## config.mk

```make
export PLATFORM = sky130hd
export DESIGN_NAME = fetch_unit
export DESIGN_NICKNAME = d
export VERILOG_FILES = /design/src/rtl/fetch_unit.sv
export SDC_FILE = /design/constraint.sdc
export NUM_CORES = 1
export LEC_CHECK = 0
export BUFFER_PORTS_ARGS = -buffer_cell sky130_fd_sc_hd__buf_4
export CAP_MARGIN = 30
export CORE_UTILIZATION = 31
export CTS_CLUSTER_SIZE = 30
export DETAILED_ROUTE_END_ITERATION = 7
export PLACE_DENSITY = 0.57
export RECOVER_POWER = 100
export SLEW_MARGIN = 20
export SYNTH_ARGS = -nofsm -noshare
export SYNTH_HDL_FRONTEND = slang
export SYNTH_SLANG_ARGS = --single-unit
```

## constraint.sdc

```tcl
create_clock -name i_clk -period 8.6 [get_ports i_clk]
set_input_delay 1.29 -clock i_clk [delete_from_list [all_inputs] [get_ports i_clk]]
set_output_delay 1.29 -clock i_clk [all_outputs]
set_load 0.1 [all_outputs]
```

## src/rtl/fetch_unit.sv

```systemverilog
// rtl/fetch_unit.sv - instruction fetch stage: PC, req/ack imem fetch, {pc,instr} buffer, pre-sliced decode fields.
// Optional FETCH_MISALIGN_CHECK_EN adds o_misaligned and halts fetch on a misaligned redirect.
module fetch_unit #(
  parameter int unsigned    XLEN       = 32,
  parameter logic [XLEN-1:0] RESET_PC  = 32'h0000_0000,
  parameter int unsigned    FIFO_DEPTH = 2
) (
  input  logic            i_clk,
  input  logic            i_arst_n,
  output logic            o_imemReq,
  output logic [XLEN-1:0] o_imemAddr,
  input  logic            i_imemAck,
  input  logic [31:0]     i_imemData,
  input  logic            i_redirect,
  input  logic [XLEN-1:0] i_redirectPc,
  output logic            o_valid,
  input  logic            i_ready,
  output logic [31:0]     o_instr,
  output logic [XLEN-1:0] o_pc,
  output logic [6:0]      o_operand,
  output logic [2:0]      o_funct3,
`ifdef FETCH_MISALIGN_CHECK_EN
  output logic            o_misaligned,
`endif
  output logic            o_funct7bit5
);

  localparam int unsigned PTR_W = (FIFO_DEPTH > 1) ? $clog2(FIFO_DEPTH) : 1;
  localparam int unsigned CNT_W = $clog2(FIFO_DEPTH + 1);

  localparam logic [1:0] IDLE = 2'd0;
  localparam logic [1:0] REQ  = 2'd1;
  localparam logic [1:0] DROP = 2'd2;

  logic [1:0]       state;
  logic [XLEN-1:0]  pc;
  logic [XLEN-1:0]  reqAddr;
  logic [PTR_W-1:0] rdPtr;
  logic [PTR_W-1:0] wrPtr;
  logic [CNT_W-1:0] count;
  logic [XLEN-1:0]  pcMem    [FIFO_DEPTH];
  logic [31:0]      instrMem [FIFO_DEPTH];

  logic            fifoFull;
  logic            fifoEmpty;
  logic            push;
  logic            pop;
  logic            startReq;
  logic            redirectLoad;
  logic            fetchHalt;
  logic [XLEN-1:0] targetPc;

  assign targetPc = i_redirectPc & {{(XLEN-2){1'b1}}, 2'b00};

`ifdef FETCH_MISALIGN_CHECK_EN
  logic misaligned;
  logic redirectBad;

  assign redirectBad  = i_redirect && (i_redirectPc[1:0] != 2'b00);
  assign redirectLoad = i_redirect && !redirectBad;
  assign fetchHalt    = misaligned;
  assign o_misaligned = misaligned;

  // Sticky until the next redirect; a misaligned one re-arms it.
  always_ff @(posedge i_clk or negedge i_arst_n) begin
    if (!i_arst_n) begin
      misaligned <= 1'b0;
    end else if (i_redirect) begin
      misaligned <= redirectBad;
    end
  end
`else
  assign redirectLoad = i_redirect;
  assign fetchHalt    = 1'b0;
`endif

  assign fifoFull  = (count == CNT_W'(FIFO_DEPTH));
  assign fifoEmpty = (count == '0);
  assign push      = (state == REQ) && i_imemAck && !i_redirect;
  assign pop       = !fifoEmpty && i_ready && !i_redirect;
  assign startReq  = (state == IDLE) && !fifoFull && !i_redirect && !fetchHalt;

  assign o_imemReq  = (state != IDLE);
  assign o_imemAddr = (state == IDLE) ? pc : reqAddr;

  always_ff @(posedge i_clk or negedge i_arst_n) begin
    if (!i_arst_n) begin
      state   <= IDLE;
      pc      <= RESET_PC;
      reqAddr <= RESET_PC;
    end else begin
      case (state)
        IDLE: if (startReq) state <= REQ;
        REQ: begin
          if (i_imemAck)       state <= IDLE;
          else if (i_redirect) state <= DROP;
        end
        DROP: if (i_imemAck) state <= IDLE;
        default: state <= IDLE;
      endcase
      if (startReq) reqAddr <= pc;
      if (redirectLoad) begin
        pc <= targetPc;
      end else if (push) begin
        pc <= pc + XLEN'(4);
      end
    end
  end

  // Flush wins over push and pop in the same cycle.
  always_ff @(posedge i_clk or negedge i_arst_n) begin
    if (!i_arst_n) begin
      rdPtr <= '0;
      wrPtr <= '0;
      count <= '0;
    end else if (i_redirect) begin
      rdPtr <= '0;
      wrPtr <= '0;
      count <= '0;
    end else begin
      if (push) wrPtr <= (wrPtr == PTR_W'(FIFO_DEPTH - 1)) ? '0 : wrPtr + PTR_W'(1);
      if (pop)  rdPtr <= (rdPtr == PTR_W'(FIFO_DEPTH - 1)) ? '0 : rdPtr + PTR_W'(1);
      case ({push, pop})
        2'b10:   count <= count + CNT_W'(1);
        2'b01:   count <= count - CNT_W'(1);
        default: count <= count;
      endcase
    end
  end

  always_ff @(posedge i_clk) begin
    if (push) begin
      pcMem[wrPtr]    <= reqAddr;
      instrMem[wrPtr] <= i_imemData;
    end
  end

  assign o_valid      = !fifoEmpty;
  assign o_instr      = fifoEmpty ? 32'h0 : instrMem[rdPtr];
  assign o_pc         = fifoEmpty ? '0 : pcMem[rdPtr];
  assign o_operand    = o_instr[6:0];
  assign o_funct3     = o_instr[14:12];
  assign o_funct7bit5 = o_instr[30];

endmodule

```

; ---- Word level (Yosys, flattened, before mapping)
; Memories as Yosys holds them, arrays and structs flattened.
; Index checks and enable logic that the tools add are counted.
[totals]
register_bits = 70
ram_bits = 128
inputBits = 69
mem_count = 2
[op_classes]
addsub = 5
n_eq_ne = 8
n_mux = 20
n_reduce_logical = 16
[memory_table]
columns = memory, words, word_bits, rd, rd_ports_with_merged_regs, wr, line_no
row1 = instrMem, 2, 32, 1, 0, 1, 42  ; logic [31:0] instrMem [FIFO_DEPTH];
row2 = pcMem, 2, 32, 1, 0, 1, 41  ; logic [XLEN-1:0] pcMem [FIFO_DEPTH];
[op_table]
columns = op, n
row1 = two-way mux 32 bit, 5
row2 = adder 32 x 3 -> 32 bit (second input constant), 1
row3 = two-way mux 2 bit, 5
row4 = two-way mux 1 bit, 8
row5 = equality test 2 bit (second input constant), 3
row6 = logical AND 1 bit, 6
row7 = one-hot mux 2 bit (3 select lines), 1
row8 = nonzero test 2 bit, 3
row9 = equality test 2 x 1 -> 1 bit (second input constant), 2
row10 = zero test 2 bit, 2
row11 = inequality test 2 bit (second input constant), 2
row12 = one-hot mux 2 bit (2 select lines), 1
row13 = zero test 1 bit, 3
row14 = inequality test 3 bit (second input constant), 1
row15 = AND reduction 3 bit, 1
row16 = nonzero test 3 bit, 1
row17 = adder 1 bit (second input constant), 2
row18 = adder 2 x 1 -> 2 bit (second input constant), 1
row19 = subtractor 2 x 1 -> 2 bit (second input constant), 1

; ---- Longest topological paths before layout
; Gate-level depths: netlist of run 1.
[logic_depth]
depth_word = 7
ltp_mapped = 7
mapped_depth_nobuf = 5

; ---- Worst setup path after synthesis of run 1
; Ideal clock, no wire load.
[synth_timing]
path_type = input to register
start = in i_redirect
end = mem instrMem[0][0] (enable)
setup_ns = 0.559
arrival_time_ns = 5.911
t_required_ns = 8.041
path_slack_ns = 2.130
path_stages = 3
path_cell_list = clkbuf_1 clkbuf_1 nor3_1
[synth_between]
elab_chain_cells = 4
[synth_rtl]
columns = element, line_no
row1 = "start, declared", 14  ; input logic i_redirect,
row2 = zero test 1 bit, 79  ; assign push = (state == REQ) && i_imemAck && !i_redirect;
row3 = logical AND 1 bit, 79
row4 = two-way mux 1 bit, 132  ; if (push) begin
row5 = two-way mux 1 bit (not written as such), 134  ; instrMem[wrPtr] <= i_imemData;
row6 = "end, declared", 42
; Every way passes these cells.

; ---- Final worst setup path of run 1
[layout_timing]
start = reg state[0]
end = out o_imemAddr[15]
[layout_between]
elab_chain_cells = 2
[layout_rtl]
columns = element, line_no
row1 = "start, declared", 35  ; logic [1:0] state;
row2 = "start signal, assigned", 88  ; state <= IDLE;
row3 = "start signal, assigned", 93  ; IDLE: if (startReq) state <= REQ;
row4 = "start signal, assigned", 95  ; if (i_imemAck) state <= IDLE;
row5 = zero test 2 bit, 84  ; assign o_imemAddr = (state == IDLE) ? pc : reqAddr;
row6 = two-way mux 32 bit, 84
row7 = "end, declared", 11  ; output logic [XLEN-1:0] o_imemAddr,
; Every way passes these cells.

==> flow_summary_export.csv, run 1 <==
group,metric,value,unit
status,status,"finished with violations",
status,failed_checks,"design-rule violations, max-capacitance violations, max-slew violations",
pwr,cellPowerDensity,269,nW/um^2
pwr,totalPowerFinal,2.68,mW
layout,layout.cells.non_filler,1113,
synthesis,synth_common_cells,"edfxtp_1 (124), nor2_1 (84), dfrtp_1 (66)",
sta,tightest_slew,3.14,ns
critical_path,critical_path_class,"reg2out",
pwr,vdd_ir_drop_max,0.118,mV
pwr,p_leak,3.39,nW
sta,finalSetupTns,0,ns
worst_hold_path,hold_class,"reg2reg",
grt,grt_pass1_wl,27900,um
place,placed_cells,1078,
route,avgViaCountPerCell,4.75,
synthesis,ys_warn_count,0,
synthesis,synth_area_leaders,"edfxtp_1 (45%), dfrtp_1 (20%), mux2_2 (7.8%)",
clocking,clk_latency,0.43,ns
pwr,pwr-share-comb,0.292,
route,first_iter_violations,378,
grt,grt_usage,0.137,
synthesis,synth_edf_count,124,
synthesis,avgSynthCellArea,13.5,um^2
sta,slew_viol_final,284,
pwr,p_switching,1.03,mW
synthesis,netlist.top_cell.by_area,"edfxtp_1",
sta,final_hold_viol_count,0,
critical_path,r2r_slack,4.32,ns
sta,fin_ws,3.07,ns
clocking,cts_hold_buf,0,
die,dieArea,27400,um^2
critical_path,r2r_end,"instrMem[1][21]$_DFFE_PP_",
sta,rsz0062_at_grt,"no",
layout,drive_above_1_share,0.201,
synthesis,netlist_area,8280,um^2
layout,final_nets,835,
route,wire_per_inst,16.9,um
layout,area_growth,20.3,%
critical_path,cp_max_fo,35,
layout,final_util,0.381,
sta,fmax,0.181,GHz
route,ant_nets,0,
place,port_buffers,171,
layout,antennaDiodeCount,0,
sta,timing.final.crit_share,0.643,
die,rows,59,
clocking,cts_max_level,4,
synthesis,ys_types,43,
clocking,clock_sinks,190,
route,vias,5285,
grt,antenna_found_initial,0,
synthesis,synth_seq_cells,190,
synthesis,syn_inst,614,
critical_path,cp-end-kind,"output pin",
synthesis,synth_ff_type,"edfxtp_1",
clocking,clk_pin_slew,0.07,ns
die,die_y,165,um
grt,grt_overflow,0,
synthesis,yosysTopAreaCellShare,0.450,
critical_path,r2r_cells,3,
sta,setup_viol,0,
pwr,internal_power,1.65,mW
route,first_pass_iters,6,
synthesis,ys_seq_area_frac,0.650,
worst_hold_path,whs_path_depth,0,
grt,grt_max_degree,67,
critical_path,cp.required,7.31,ns
route,drc_errors,28,
die,start_util,0.317,
clocking,tritoncts,"done",
clocking,clockBufferDepth,2,
critical_path,arrival,4.24,ns
pwr,p_seq_frac,0.432,
pwr,p_clk_frac,0.277,
synthesis,yosysMostFrequentCell,"edfxtp_1",
place,gp_congestion,0.695,
critical_path,crit_path_start,"state[0]$_DFFE_PN0P_",
place,hpwl,12100,um
critical_path,endpoint,"o_imemAddr[15]",
grt,grt_pass1_vias,4959,
die,fp.dieW,165,um
pwr,switching_share,0.386,
route,routed_wl,18800,um
synthesis,synth-async-reset-ratio,0.347,
place,pre_cts_ws,5.18,ns
clocking,cts_resized,0,
critical_path,r2r_start,"state[1]$_DFFE_PN0P_",
run,cap_viol_max_count,6,
die,core_area,26100,um^2
sta,relSlewSlack,-1.09,
clocking,cts_buffers,17,
clocking,cts_setup_buffers,0,
sta,finalClockSkew,0.0126,ns
critical_path,start_kind,"flop",
sta,min_period,5.53,ns
clocking,cts_root_buf,"clkbuf_16",
die,io_pins,178,
routing by layer:
layer | up-vias | GRT usage | part of all wire
met5 | - | 0 | 0
met4 | 0 | 0.0409 | 0.016
met3 | 17 | 0.0317 | 0.055
met2 | 126 | 0.223 | 0.48
met1 | 2586 | 0.180 | 0.45
li1 | 2556 | - | -
power by group through the flow:
| stage | clock, mW | sequential, mW | combinational, mW |
|---|---|---|---|
| 6_report | 0.742 | 1.16 | 0.782 |
| 5_1_grt | 0.800 | 1.17 | 0.819 |
| 4_1_cts | 0.767 | 1.16 | 0.840 |
| 3_5_place_dp | 0 | 1.17 | 0.839 |
| 3_3_place_gp | 0 | 1.17 | 0.837 |
| 2_1_floorplan | 0 | 1.15 | 0.672 |
area by class of cell:
type | instances | area [um^2]
clock inverters | 10 | 78.8
fillers | 2578 | 16200
inverters | 5 | 18.8
multi-input cells | 370 | 2640
well taps | 335 | 419
flip-flops and latches | 190 | 5380
clock buffers | 22 | 475
repair buffers | 181 | 947
cell families after synthesis:
group                      after synthesis  share of synthesized area
AOI/OAI and AO/OA                       54                     0.0411
xor gates and xnor gates                13                     0.0138
adders and majority gates                1                    0.00151
buffers and inverters                   57                     0.0343
DFF                                    190                      0.650
muxes                                  120                      0.154
other                                    1                   0.000453
and+or+nand+nor                        178                      0.106
worst min path at each step:
stage | startpoint | endpoint | slack [ns]
floorplan | reqAddr[10]$_DFFE_PN0P_ | pcMem[0][10]$_DFFE_PP_ | 0.45
global placement | reqAddr[25]$_DFFE_PN0P_ | pcMem[0][25]$_DFFE_PP_ | 0.47
detailed placement | reqAddr[4]$_DFFE_PN0P_ | pcMem[1][4]$_DFFE_PP_ | 0.47
CTS | reqAddr[7]$_DFFE_PN0P_ | pcMem[0][7]$_DFFE_PP_ | 0.49
global route | reqAddr[9]$_DFFE_PN0P_ | pcMem[0][9]$_DFFE_PP_ | 0.50
finish | reqAddr[7]$_DFFE_PN0P_ | pcMem[0][7]$_DFFE_PP_ | 0.49
stage by stage:
| step | instance area (um^2) | hold slack [ns] |
|---|---|---|
| 2_1_floorplan | 8290 | 0.454 |
| 3_3_place_gp | 9800 | 0.468 |
| 3_5_place_dp | 9800 | 0.474 |
| 4_1_cts | 10400 | 0.492 |
| 5_1_grt | 9950 | 0.505 |
| 6_report | 9950 | 0.491 |
worst max-delay path, stage by stage (launching register included):
cell and delay (ns):
dfrtp_1 0.44, or2_0 1.94, mux2_2 0.44, clkbuf_1 0.96
cell usage in the layout, fill, tap and decap left out, drive strengths merged, types with 6 or more instances in the layout:
cell    instances
clkbuf        162
edfxtp        124
nor2           84
dfrtp          66
mux2i          63
mux2           57
buf            41
nand2          24
o21ai          17
a31oi          17
or4            16
o31ai          15
nand3          13
inv            10
nand4           9
xnor2           7
xor2            6
sequential cells by signal (all words and copies together) (netlist names):
register	flops
count	2
wrPtr	1
instrMem	64
pcMem	60
pc	30
rdPtr	1
state	2
reqAddr	30
(Power assumes the default switching activity.)
==> inputs of run 2 (changes only) <==
Settings changed: ABC_AREA from default to 1, PLACE_DENSITY 0.57 to 0.59.
Clock period 8.6 ns to 5 ns, I/O delays scaled along.
==> flow_summary_export.csv, run 2 <==
group,metric,value,unit
status,status,"finished with violations",
status,failed_checks,"max-capacitance violations, max-slew violations",
synthesis,yosysTopAreaCellShare,0.433,
synthesis,ys_types,31,
route,first_iter_violations,386,
sta,timing.final.crit_share,0.819,
synthesis,synth_edf_count,124,
layout,layout_commonest_cell,"nand2_1",
sta,slew_viol_final,28,
layout,mostFrequentLayoutCells,"nand2_1 (326), edfxtp_1 (124), clkbuf_1 (88)",
layout,final_nets,1133,
run,cap_viol_max_count,1,
synthesis,synth_common_cells,"nand2_1 (325), edfxtp_1 (124), o21ai_0 (77)",
grt,grt_pass1_vias,6214,
layout,nFillCells,2809,
place,gp_congestion,0.888,
sta,setup_viol,0,
synthesis,ys_warn_count,0,
place,port_buffers,171,
synthesis,synth_area_leaders,"edfxtp_1 (43%), dfrtp_1 (19%), nand2_1 (14%)",
critical_path,cp-end-kind,"output pin",
critical_path,cp_cell_sequence,"nor2_1 -> clkinv_1 -> clkbuf_1 -> o21ai_0 -> clkbuf_2",
synthesis,netlist_area,8590,um^2
sta,finalSetupTns,0,ns
grt,grtUsageMet2,0.265,
clocking,cts_root_buf,"clkbuf_16",
layout,drive_above_1_share,0.142,
layout,largest_reg_flops,64,
route,wire_per_inst,15.7,um
clocking,cts_buffers,17,
route,ant_nets,0,
sta,tightest_slew,1.73,ns
layout,layout.cells.non_filler,1448,
critical_path,cp.required,4.25,ns
grt,grt_usage,0.161,
sta,finalClockSkew,0.00852,ns
grt,grt_pass1_wl,34700,um
layout,final_util,0.385,
die,start_util,0.317,
layout,top_regs,"instrMem: 64 flops, pcMem: 60 flops",
die,die_y,168,um
sta,relSlewSlack,-0.152,
sta,whs,0.503,ns
sta,fmax,0.244,GHz
place,placed_cells,1415,
place,hpwl,15600,um
route,drc_errors,0,
grt,use_met1,0.217,
die,fp.dieW,168,um
sta,rsz0062_at_grt,"no",
synthesis,syn_inst,915,
route,routed_wl,22700,um
clocking,clk_pin_slew,0.07,ns
synthesis,ys_seq_area_frac,0.626,
critical_path,critPathBufInv,3,
clocking,clk_latency,0.43,ns
route,vias,6633,
synthesis,avgSynthCellArea,9.39,um^2
critical_path,critical_path_class,"reg2out",
grt,met3_usage,0.0281,
synthesis,synth-async-reset-ratio,0.347,
grt,grt_busiest_layer,"met2",
layout,antennaDiodeCount,0,
clocking,clockBufferDepth,2,
die,dieArea,28400,um^2
route,avgViaCountPerCell,4.58,
critical_path,cp_top_family,"buffers and inverters",
route,first_pass_iters,5,
synthesis,synth_seq_cells,190,
die,io_pins,178,
layout,top_register,"instrMem",
grt,grt_max_degree,67,
synthesis,yosysMostFrequentCell,"nand2_1",
critical_path,arrival,3.35,ns
sta,final_hold_viol_count,0,
critical_path,crit_slowest_cell,"clkbuf_1",
critical_path,start_kind,"flop",
worst_hold_path,hold_class,"reg2reg",
clocking,cts_setup_buffers,0,
clocking,clock_sinks,190,
grt,antenna_found_initial,0,
die,rows,60,
layout,area_growth,21.3,%
synthesis,synth_ff_type,"edfxtp_1",
critical_path,cp_max_fo,37,
grt,grt_overflow,0,
critical_path,cp_slowest_stage_delay,0.72,ns
layout,multiInputGateArea,2750,um^2
clocking,tritoncts,"done",
die,core_area,27100,um^2
clocking,cts_hold_buf,0,
sta,min_period,4.10,ns
clocking,cts_max_level,4,
clocking,cts_resized,0,
layout,seq_area,5380,um^2
synthesis,netlist.top_cell.by_area,"edfxtp_1",
-- run 2: final timing paths --
check | depth (start not counted) | startpoint | end | slack, ns
setup / recovery | 5 | state[1]$_DFFE_PN0P_ | o_imemAddr[15] | 0.90
hold / removal | 0 | reqAddr[26]$_DFFE_PN0P_ | pcMem[1][26]$_DFFE_PP_ | 0.50
setup reg to reg | 6 | state[1]$_DFFE_PN0P_ | pcMem[1][13]$_DFFE_PP_ | 1.49
min in group asynchronous | 1 | i_arst_n | pc[26]$_DFFE_PN0P_ | 0.77
hold reg to reg | 0 | reqAddr[26]$_DFFE_PN0P_ | pcMem[1][26]$_DFFE_PP_ | 0.50
max in group asynchronous | 1 | i_arst_n | reqAddr[20]$_DFFE_PN0P_ | 3.23
-- run 2: cell families (layout without fill, tap and decap cells) --
family / count (synthesis) / count (layout) / share of synthesized area
AO/OA/AOI/OAI: 155 / 155 / 0.0926
XOR/XNOR: 8 / 8 / 0.00816
adder cells (fa/ha/maj): 1 / 1 / 0.00146
buffers and inverters: 108 / 266 / 0.0558
flip-flops: 190 / 190 / 0.626
other: 1 / 4 / 0.000436
AND/OR/NAND/NOR: 452 / 452 / 0.216
-- run 2: worst register-to-register path, cell delays in order (launching register included) --
cell,delay [ns]
dfrtp_1,0.41
nor2_1,0.14
nand2_2,0.12
nor2_1,1.03
inv_2,0.27
nor2_4,0.47
buf_4,0.65
-- run 2: cell type report --
cell class | instances | share of cell area
inverter | 54 | 0.0194
clock inverter | 15 | 0.0140
tap | 372 | 0.0447
sequential | 190 | 0.516
timing repair buffer | 180 | 0.102
multi-input combinational | 620 | 0.263
clock buffer | 17 | 0.0408
-- run 2: metrics by stage --
step,setup WS (ns),cell area [um^2]
floorplan,0.631,8600
global placement,1.82,10200
detailed placement,1.81,10200
CTS,1.41,10800
global route,0.597,10400
finish,0.903,10400
-- run 2: routing by layer --
metal | part of all wire | vias up
li1 | - | 3307
met1 | 0.48 | 3109
met2 | 0.47 | 195
met3 | 0.039 | 22
met4 | 0.014 | 0
met5 | 0 | -
Power of run 2 is not shown: default switching activity piles up to over one toggle a cycle in this logic, so the estimate is an artifact.
